--- src/rtl/rs_age_select.sv ---
// rtl/rs_age_select.sv - oldest-first issue selector for one reservation station
// Optional simulation checks: define RS_AGE_SELECT_ASSERT_EN.
module rs_age_select #(
  parameter int ENTRIES = 8,
  parameter int IDX_W   = $clog2(ENTRIES)
) (
  input  logic               clk,
  input  logic               rst,
  input  logic               flush,
  input  logic               alloc_valid,
  input  logic [IDX_W-1:0]   alloc_idx,
  input  logic [ENTRIES-1:0] ready_mask,
  input  logic               issue_ready,
  output logic               issue_valid,
  output logic [IDX_W-1:0]   issue_idx,
  output logic [ENTRIES-1:0] entry_valid,
  output logic [IDX_W:0]     count,
  output logic               full,
  output logic               empty
);

  // age[i][j] = 1 means entry i was allocated before entry j
  logic [ENTRIES-1:0] age [ENTRIES];

  logic               fire;
  logic [ENTRIES-1:0] fire_mask;
  logic [ENTRIES-1:0] alloc_mask;
  logic [ENTRIES-1:0] live_after_free;
  logic [ENTRIES-1:0] elig;
  logic [ENTRIES-1:0] sel;
  logic [IDX_W-1:0]   sel_idx;
  logic               sel_any;
  logic               blocked;

  assign fire = issue_valid & issue_ready;

  always_comb begin
    fire_mask  = '0;
    alloc_mask = '0;
    if (fire)        fire_mask[issue_idx]  = 1'b1;
    if (alloc_valid) alloc_mask[alloc_idx] = 1'b1;
  end

  assign live_after_free = entry_valid & ~fire_mask;
  assign elig            = entry_valid & ready_mask & ~fire_mask;

  // An eligible entry wins when no other eligible entry is older than it.
  always_comb begin
    sel     = '0;
    sel_idx = '0;
    blocked = 1'b0;
    for (int i = 0; i < ENTRIES; i++) begin
      blocked = 1'b0;
      for (int j = 0; j < ENTRIES; j++) begin
        if (elig[j] && age[j][i]) blocked = 1'b1;
      end
      sel[i] = elig[i] & ~blocked;
      if (sel[i]) sel_idx = IDX_W'(i);
    end
  end

  assign sel_any = |sel;
  assign full    = (count == (IDX_W+1)'(ENTRIES));
  assign empty   = (count == '0);

  always_ff @(posedge clk) begin
    if (rst || flush) begin
      entry_valid <= '0;
      count       <= '0;
      issue_valid <= 1'b0;
      issue_idx   <= '0;
      for (int i = 0; i < ENTRIES; i++) age[i] <= '0;
    end else begin
      entry_valid <= live_after_free | alloc_mask;
      count       <= count + (IDX_W+1)'(alloc_valid) - (IDX_W+1)'(fire);
      if (alloc_valid) begin
        for (int i = 0; i < ENTRIES; i++) age[i][alloc_idx] <= live_after_free[i];
        age[alloc_idx] <= '0;
      end
      // A stalled grant holds; the held entry is never re-picked.
      if (!issue_valid || issue_ready) begin
        issue_valid <= sel_any;
        issue_idx   <= sel_idx;
      end
    end
  end

`ifdef RS_AGE_SELECT_ASSERT_EN
  logic             stalled_q;
  logic [IDX_W-1:0] stalled_idx_q;

  always_ff @(posedge clk) begin
    stalled_q     <= !rst && !flush && issue_valid && !issue_ready;
    stalled_idx_q <= issue_idx;
    if (!rst) begin
      assert (!(alloc_valid && live_after_free[alloc_idx]))
        else $error("rs_age_select: alloc to live non-firing entry %0d", alloc_idx);
      assert (!(alloc_valid && full && !fire))
        else $error("rs_age_select: alloc while full");
      assert (!stalled_q || (issue_valid && issue_idx == stalled_idx_q))
        else $error("rs_age_select: grant changed while stalled");
      assert (!issue_valid || entry_valid[issue_idx])
        else $error("rs_age_select: grant on non-live entry %0d", issue_idx);
      assert (count == (IDX_W+1)'($countones(entry_valid)))
        else $error("rs_age_select: count does not match live mask");
    end
  end
`endif

endmodule
--- config.mk ---
export PLATFORM = sky130hd
export DESIGN_NAME = rs_age_select
export DESIGN_NICKNAME = d
export VERILOG_FILES = /design/src/rtl/rs_age_select.sv
export SDC_FILE = /design/constraint.sdc
export NUM_CORES = 1
export LEC_CHECK = 0
export ABC_CLOCK_PERIOD_IN_PS = 5100
export CAP_MARGIN = 0
export CELL_PAD_IN_SITES_DETAIL_PLACEMENT = 1
export CELL_PAD_IN_SITES_GLOBAL_PLACEMENT = 1
export CORE_UTILIZATION = 35
export DETAILED_ROUTE_END_ITERATION = 8
export PLACE_DENSITY = 0.72
export SLEW_MARGIN = 5
export SYNTH_ARGS = -nofsm -noshare
export SYNTH_HDL_FRONTEND = slang
export SYNTH_SLANG_ARGS = --single-unit
export TNS_END_PERCENT = 1
--- constraint.sdc ---
create_clock -name clk -period 5.1 [get_ports clk]
set_input_delay 1.275 -clock clk [delete_from_list [all_inputs] [get_ports clk]]
set_output_delay 1.275 -clock clk [all_outputs]
set_load 0.02 [all_outputs]
==> results of run 1 <==
power by group through the flow:
stage	logic [mW]	clock network, mW	registers [mW]
after CTS	0.0775	0.501	0.630
after global routing	0.0839	0.526	0.631
after global placement	0.0762	0	0.645
after floorplan	0.0358	0	0.647
final	0.0778	0.496	0.630
after detailed placement	0.0773	0	0.645
sequential cells by signal, summed over array words and instances (netlist names):
| name | count |
|---|---|
| age | 64 |
| entry_valid | 8 |
| count | 4 |
| issue_idx | 3 |
| issue_valid | 1 |
cells in the final DEF, fill, tap and decap left out, types with 4 or more instances in the layout:
cell	instances
nand4_1	4
o2111ai_1	4
o21ai_0	9
a21oi_1	66
nor3_1	4
dfxtp_1	80
nand2_1	74
nor2b_1	4
inv_1	12
a32oi_1	5
nand3_1	54
a31oi_1	9
o211a_1	4
clkdlybuf4s50_1	33
and3_1	12
clkbuf_8	11
a21boi_1	4
and2_1	5
a2111oi_0	6
buf_4	7
ha_1	6
nor2_1	40
layout make-up:
class | count | area [µm²]
fillers | 1257 | 5950
multi-input cells | 350 | 1970
flip-flops and latches | 80 | 1600
repair buffers | 40 | 383
well taps | 136 | 170
clock buffers | 11 | 151
clock inverters | 5 | 55.1
inverters | 12 | 45.0
worst max-delay path by stage:
stage / from / end / slack (ns)
final: issue_ready / issue_idx[0] / 1.42
after global routing: issue_ready / issue_idx[0] / 1.27
after CTS: issue_ready / issue_idx[0] / 1.48
after detailed placement: issue_ready / issue_idx[0] / 1.09
after global placement: issue_ready / issue_idx[0] / 1.20
after floorplan: issue_ready / issue_idx[0] / 2.14
worst max-delay path, delay by kind of cell:
kind	cells	cell delay (ns)
buf+inv	1	0.60
compound gates	3	0.84
simple gates	4	1.26
per-layer routing:
| layer | part of all wire, % | vias up | wire length, µm |
|---|---|---|---|
| met2 | 47 | 89 | 6110 |
| met5 | 0 | - | 0 |
| met4 | 1.8 | 0 | 235 |
| li1 | - | 1718 | - |
| met1 | 47 | 1762 | 6100 |
| met3 | 4.5 | 21 | 589 |
cell families (layout without fill, tap and decap cells):
group | after synthesis | in the layout | synth area share [%]
flops | 80 | 80 | 43.1
compound gates | 127 | 127 | 22.0
buf+inv | 44 | 68 | 4.65
simple gates | 214 | 214 | 27.2
fa+ha+maj | 7 | 7 | 2.56
xor+xnor | 2 | 2 | 0.472
stage by stage:
step / instances / setup slack (ns)
after global routing: 634 / 1.27
final: 634 / 1.42
after floorplan: 474 / 2.14
after global placement: 618 / 1.20
after detailed placement: 618 / 1.09
after CTS: 634 / 1.48
==> summary.txt, run 1 <==
Run status
  – Status: finished, final reports clean

Drt
  – Drt wl/cell: between 20 and 25 µm
  – Routed WL: about 13,000 µm
  – Via-to-Cell Ratio: 5.66
  – Antenna Nets Post-Route: 0
  – Initial DRC count: 261
  – Via count: 3,590
  – DRC viols: 0
  – Drt first pass iters: 5

Clock tree
  – Setup bufs post-CTS: 0
  – Worst-path clk slew: 0.08 ns
  – Root buffer cell: clkbuf_8
  – Hold buffer count at cts: 0
  – Clock Latency Late Sink: between 0.3 and 0.4 ns
  – Cts bufs inserted: 9
  – Post_cts resized: 0
  – TritonCTS clock tree: done
  – CTS max path bufs: 2
  – H-Tree Depth: 3
  – Clk sinks: 80

Synthesis
  – Post-synth ARST share: 0%
  – Synth area leader: dfxtp_1
  – Yosys Warn Count: 0
  – Top_reg_cell synth: dfxtp_1
  – Number of synthesized flops with an enable pin: 0
  – Netlist cell types: 51
  – Top post-synthesis cells by count: dfxtp_1, nand2_1, a21oi_1
  – Netlist Area Pre-Place: between 3000 and 4000 µm²
  – Area contributors post-synth: dfxtp_1, a21oi_1, nand2_1, nand3_1, nor2_1
  – Synthesized flop and latch total: 80
  – Most common cell in the synthesized netlist: dfxtp_1
  – Cells after Synth: 474
  – Syn nets: between 400 and 500
  – Syn Area/Cell: a little under 8 µm²
  – Post-synth top area share: 43.1%
  – Seq/Total Area, Yosys: a little over two fifths

Timing
  – Post-Route Skew: about 0.0055 ns
  – Final Hold Vio Count: 0
  – TNS Setup: 0 ns
  – Slew Limit Fails: 0
  – RSZ-0062 raised after global routing: no
  – Worst hold slack: between 0.4 and 0.5 ns
  – Normalized max-slew margin: 32.8%
  – Min Clock Period, post-route: 3.68 ns
  – Fmax: 0.272 GHz
  – Tightest Pin Transition: roughly 1.0 ns
  – Part of the cycle the worst path needs: 72.2%
  – Final setup vio count: 0

Critical path
  – Cell Chain, Critical Path: clkdlybuf4s50_1 > and3_1 > a21oi_1 > and3_1 > nor4_2 > nand2_1 > a311o_1 > a21oi_1
  – Worst flop-to-flop path startpoint: issue_valid
  – CP endpoint kind: flip-flop
  – CP max FO: 16
  – Startpoint Class: input pin
  – Reg2reg end: issue_idx[0]
  – Worst R2R Path Depth: 7
  – CP Class: in2reg
  – Reg2reg setup slack: 2.46 ns
  – Crit-path slowest cell: clkdlybuf4s50_1
  – Worst stage delay on the critical path: 0.60 ns
  – Critical Path RT: 5.41 ns
  – Critical Path AT: 3.99 ns

Worst hold path
  – Worst Hold End: age[6][2]
  – Worst hold path startpoint: age[6][2]
  – Hold crit path type: reg2reg
  – Hold path depth: 2

Placed design
  – I/O Buffers: 33
  – Placer Congestion: 0.915
  – Dpl cell area: 4170 µm²
  – Dpl hpwl: approximately 9400 µm

Power
  – Clk pwr share: 41.2%
  – Power Total: between 1 and 1.5 mW
  – P_int: between 0.9 and 1 mW
  – Sequential power share: 52.3%
  – Psw: about 0.30 mW
  – Net Sw Frac: 24.7%
  – Logic pwr share: 6.5%
  – LEAKAGE: 1.54 nW
  – Peak supply drop: 111 µV
  – Power per cell area: 275 nW/µm²

Finish
  – Layout Utilization: 42.4%
  – Layout cell share with drive strength beyond 1: 6.63%
  – # diodes: 0
  – Post-route cell area: 4370 µm²
  – Final #Nets: approximately 520
  – Area grow syn2layout: 17.8%

Floorplanning
  – Die W: approximately 110 µm
  – Core area: ~10,000 µm²
  – Initial Utilization: 36.0%
  – Die area: 11,000 µm²
  – Vert. Die Dim: 105 µm
  – Top Ports: 34
  – Rows: 37

Global route
  – Met3 GRT Util: 3.93%
  – First-pass GRT wire length: around 21,000 µm
  – Layer with the highest usage: met2
  – Total GRT Usage: around a quarter
  – Total global routing overflow: 0
  – Initial antenna violation count: 0
  – Global-route track usage on met1: 33.2%
  – Met2 GRT Util: 40.8%
  – Largest net degree at the start of global routing: 26
  – Vias in the first global route: 3,588

Flow run
  – Max-capacitance violation count: 0
Note: power is estimated with default switching activity, not from simulation.
==> run 2: changes to the inputs <==
- ABC_CLOCK_PERIOD_IN_PS: 5100 -> 3800
- clock period: 5.1 -> 3.8 ns (I/O delays scaled with it)
==> run 2 against run 1 <==
Combinational power grew 38%. Register-to-register slack lost 1.3 ns. Die area is the same. Critical path depth is the same. Power grew 36%. Clock skew grew 0.014 ns. Hold slack lost 0.0057 ns. Sequential power grew 34%. Via count grew 2.1%. Critical path type unchanged.
==> summary.txt, run 2 (same netlist as run 1, synthesis figures left out) <==
Clock tree
  – Worst-path clk slew: 0.10 ns (was 0.08 ns)
  – Post_cts resized: 0 (unchanged)
  – H-Tree Depth: 3 (unchanged)
  – Clk sinks: 80 (unchanged)
  – Setup bufs post-CTS: 0 (unchanged)
  – Root buffer cell: clkbuf_8 (unchanged)
  – Cts bufs inserted: 9 (unchanged)
  – TritonCTS clock tree: done (unchanged)
  – Hold buffer count at cts: 0 (unchanged)
  – CTS max path bufs: 2 (unchanged)
  – Clock Latency Late Sink: 0.39 ns (was 0.37 ns)

Finish
  – Area grow syn2layout: 19.1% (was 17.8%)
  – Biggest regs: age: 64 flops, entry_valid: 8 flops, count: 4 flops (unchanged)
  – # diodes: 0 (unchanged)
  – Most flop-heavy register: age (unchanged)
  – Max reg flops: 64 (unchanged)
  – Commonest cells after routing, fill and taps aside: dfxtp_1, nand2_1, a21oi_1, nand3_1, nor2_1 (unchanged)
  – Final #Nets: 524 (was 516)
  – Layout cell share with drive strength beyond 1: 7.91% (was 6.63%)
  – Cell Count, Final, Fillers Out: 642 (was 634)
  – Commonest non-fill, non-tap cell in the layout: dfxtp_1 (unchanged)
  – Post-route cell area: 4420 µm² (was 4370 µm²)

Global route
  – Total GRT Usage: 25.5% (was 24.7%)
  – Vias in the first global route: 3,790 (was 3,588)
  – Largest net degree at the start of global routing: 33 (was 26)
  – Total global routing overflow: 0 (unchanged)
  – First-pass GRT wire length: 21,100 µm (was 20,700 µm)
  – Initial antenna violation count: 0 (unchanged)

Placed design
  – Placer Congestion: 0.904 (was 0.915)
  – Dpl cells: 626 (was 618)
  – Dpl cell area: 4220 µm² (was 4170 µm²)
  – Dpl hpwl: 9560 µm (was 9430 µm)
  – I/O Buffers: 33 (unchanged)

Drt
  – Routed WL: 13,300 µm (was 13,000 µm)
  – Antenna Nets Post-Route: 0 (unchanged)
  – Via count: 3,666 (was 3,590)
  – Via-to-Cell Ratio: 5.71 (was 5.66)
  – Drt first pass iters: 4 (was 5)
  – DRC viols: 0 (unchanged)
  – Initial DRC count: 192 (was 261)
  – Drt wl/cell: 20.8 µm (was 20.5 µm)

Power
  – Power per cell area: 370 nW/µm² (was 275 nW/µm²)
  – Peak supply drop: 194 µV (was 111 µV)
  – LEAKAGE: 1.58 nW (was 1.54 nW)

Critical path
  – Critical Path AT: 3.69 ns (was 3.99 ns)
  – Startpoint Class: input pin (unchanged)
  – CP Class: in2reg (unchanged)
  – CP max FO: 16 (unchanged)
  – Critical Path RT: 4.12 ns (was 5.41 ns)
  – CP endpoint kind: flip-flop (unchanged)

Timing
  – Slew Limit Fails: 0 (unchanged)
  – Final Hold Vio Count: 0 (unchanged)
  – Part of the cycle the worst path needs: 88.5%
  – Tightest Pin Transition: 0.920 ns (was 1.00 ns)
  – RSZ-0062 raised after global routing: no (unchanged)
  – Post-Route Skew: 0.0192 ns (was 0.00555 ns)
  – Final setup vio count: 0 (unchanged)
  – TNS Setup: 0 ns (unchanged)
  – Fmax: 0.297 GHz
  – Min Clock Period, post-route: 3.36 ns
  – Normalized max-slew margin: 38.5% (was 32.8%)

Floorplanning
  – Die W: 105 µm (unchanged)
  – Initial Utilization: 36.0% (unchanged)
  – Top Ports: 34 (unchanged)
  – Vert. Die Dim: 105 µm (unchanged)
  – Core area: 10,300 µm² (unchanged)
  – Die area: 11,000 µm² (unchanged)
  – Rows: 37 (unchanged)

Flow run
  – Max-capacitance violation count: 0 (unchanged)

Run status
  – Status: finished, final reports clean (unchanged)

Worst hold path
  – Hold crit path type: reg2reg (unchanged)
## run 2: worst paths after layout
| kind | from | end | slack, ns | depth (start not counted) |
|---|---|---|---|---|
| max reg2reg | issue_valid | issue_idx[0] | 1.16 | 7 |
| min | age[7][7] | age[7][7] | 0.46 | 2 |
| max | issue_ready | issue_idx[0] | 0.44 | 8 |
| min reg2reg | age[7][7] | age[7][7] | 0.46 | 2 |
## run 2: critical path, stage by stage
cell             delay [ns]
clkdlybuf4s50_1        0.62
and3_1                 0.57
a21oi_1                0.15
a2111oi_0              0.53
nand4_1                0.22
nor2b_1                0.18
a311o_1                0.31
a21oi_1                0.14
## run 2: layout make-up
| cell class | instances | area, µm² |
|---|---|---|
| Clock buffer | 11 | 141 |
| Sequential cell | 80 | 1600 |
| Multi-Input combinational cell | 350 | 1960 |
| Fill cell | 1264 | 5900 |
| Inverter | 12 | 45.0 |
| Tap cell | 136 | 170 |
| Timing Repair Buffer | 48 | 443 |
| Clock inverter | 5 | 63.8 |
## run 2: stage by stage
stage	worst slack [ns]	hold slack, ns	utilization, %	total power, mW
4_1_cts	0.500	0.456	42.9	1.64
5_1_grt	0.362	0.481	42.9	1.68
6_report	0.437	0.456	42.9	1.64
3_5_place_dp	0.117	0.443	40.9	0.972
3_3_place_gp	0.303	0.440	40.9	0.970
2_1_floorplan	1.17	0.416	-	0.917
## run 2: metal layers
metal / wire [µm] / track usage (%)
met1: 6130 / 32.8
met2: 6260 / 41.5
met3: 525 / 4.37
met4: 424 / 11.9
met5: 0 / 0
## run 2: power breakdown
part | total, mW | switching, mW | internal, mW | leakage, nW
Clock | 0.685 | 0.359 | 0.327 | 0.100
Combinational | 0.107 | 0.0665 | 0.0403 | 0.833
Sequential | 0.846 | 0.00465 | 0.841 | 0.645
==> RTL change (config.mk and constraints of run 2) <==
Set the parameter `ENTRIES` to 4 (it was 8).
--- a/src/rtl/rs_age_select.sv
+++ b/src/rtl/rs_age_select.sv
@@ -1,7 +1,7 @@
 // rtl/rs_age_select.sv - oldest-first issue selector for one reservation station
 // Optional simulation checks: define RS_AGE_SELECT_ASSERT_EN.
 module rs_age_select #(
-  parameter int ENTRIES = 8,
+  parameter int ENTRIES = 4,
   parameter int IDX_W   = $clog2(ENTRIES)
 ) (
   input  logic               clk,
Ports: changed (5 resized); port bits go from 34 to 23. The function was not compared with the original's and may differ.
==> RTL change against run 2 <==
Worst setup slack gained 0.65 ns; synthesized area is 66% lower; power down 71%; synthesized cell count down 69%; non-clock buffer count is 26 lower; routed wire length decreased by 74%; sequential cell count down 54; largest power group unchanged; design area decreased by 65%.
==> RTL change: results <==
[run_status]
status = "finished clean"

[final_layout]
clkbuf_count = 4
clk_share_pct = 2.356
drive_above_1_share_pct = 5.325
seq_share_pct = 33.79
signal_buffers = 22
fin_nets = 184
fill_cells = 419
reg_top3 = "age x16, entry_valid x4, count x3"
syn2layout_area_growth_pct = 23.72

[place]
routabilityCongestion = 0.8389
dp_slack_ns = 0.7093
portBuffers = 22
placed_area_mm2 = 0.001504

[synth]
syn-num-nets = 162
ys_seq_area_share_pct = 41.81
avgSynthCellArea_um2 = 8.412
syn_inst = 148
yosys-top-cells-area = "dfxtp_1 42%, nor2_1 6.6%, nand2_1 4.5%"
yosysUniqueCellTypes = 38

[global_routing]
use_met3_pct = 2.941
met2_usage_pct = 33.18
track_usage_pct = 20.24
grt_pass1_wl_mm = 5.451

[hold_path]
min-delay-start = "age[0][0]$_SDFFE_PP0P_"

[worst_setup_path]
reg2reg_to = "count[2]$_SDFF_PP0_"
cp_top_family = "adder cells"
slowest_delay_ns = 0.53

[routing]
viasPerCell = 5.456
wl_met3_um = 98
wl_met1_mm = 1.632
wl_mm = 3.461
vias = 1173

[cts]
cts.sinks = 26
htree_levels = 1
path_clk_slew_ns = 0.14
cts_buffers = 3

[power_and_ir_drop]
intPower_mw = 0.3583
p_clk_mw = 0.140
[RTL change: cell count changes after synthesis, moves of 6 or more]
cell and delta:
nand3_1 -49, a31oi_1 -8, clkbuf_1 -21, a2111oi_0 -6, nor2_1 -19, dfxtp_1 -54
nand2_1 -59, and3_1 -6, a21oi_1 -59
[RTL change: kinds of logic (layout without fill, tap and decap cells)]
kind of cell / Yosys count / in the layout / share of synthesized area (%)
flops: 26 / 26 / 41.81
compound gates: 30 / 30 / 16.68
fa+ha+maj: 3 / 3 / 3.618
xor+xnor: 2 / 2 / 1.407
buf+inv: 12 / 33 / 3.619
simple gates: 75 / 75 / 32.86
[RTL change: worst reg2reg max path: stages (launching register included)]
cell and delay [ns]:
dfxtp_1 0.41, and2_1 0.17, ha_1 0.27, inv_1 0.04, ha_1 0.18, fa_1 0.37
xnor2_1 0.18, xnor2_1 0.14, nor2_1 0.05
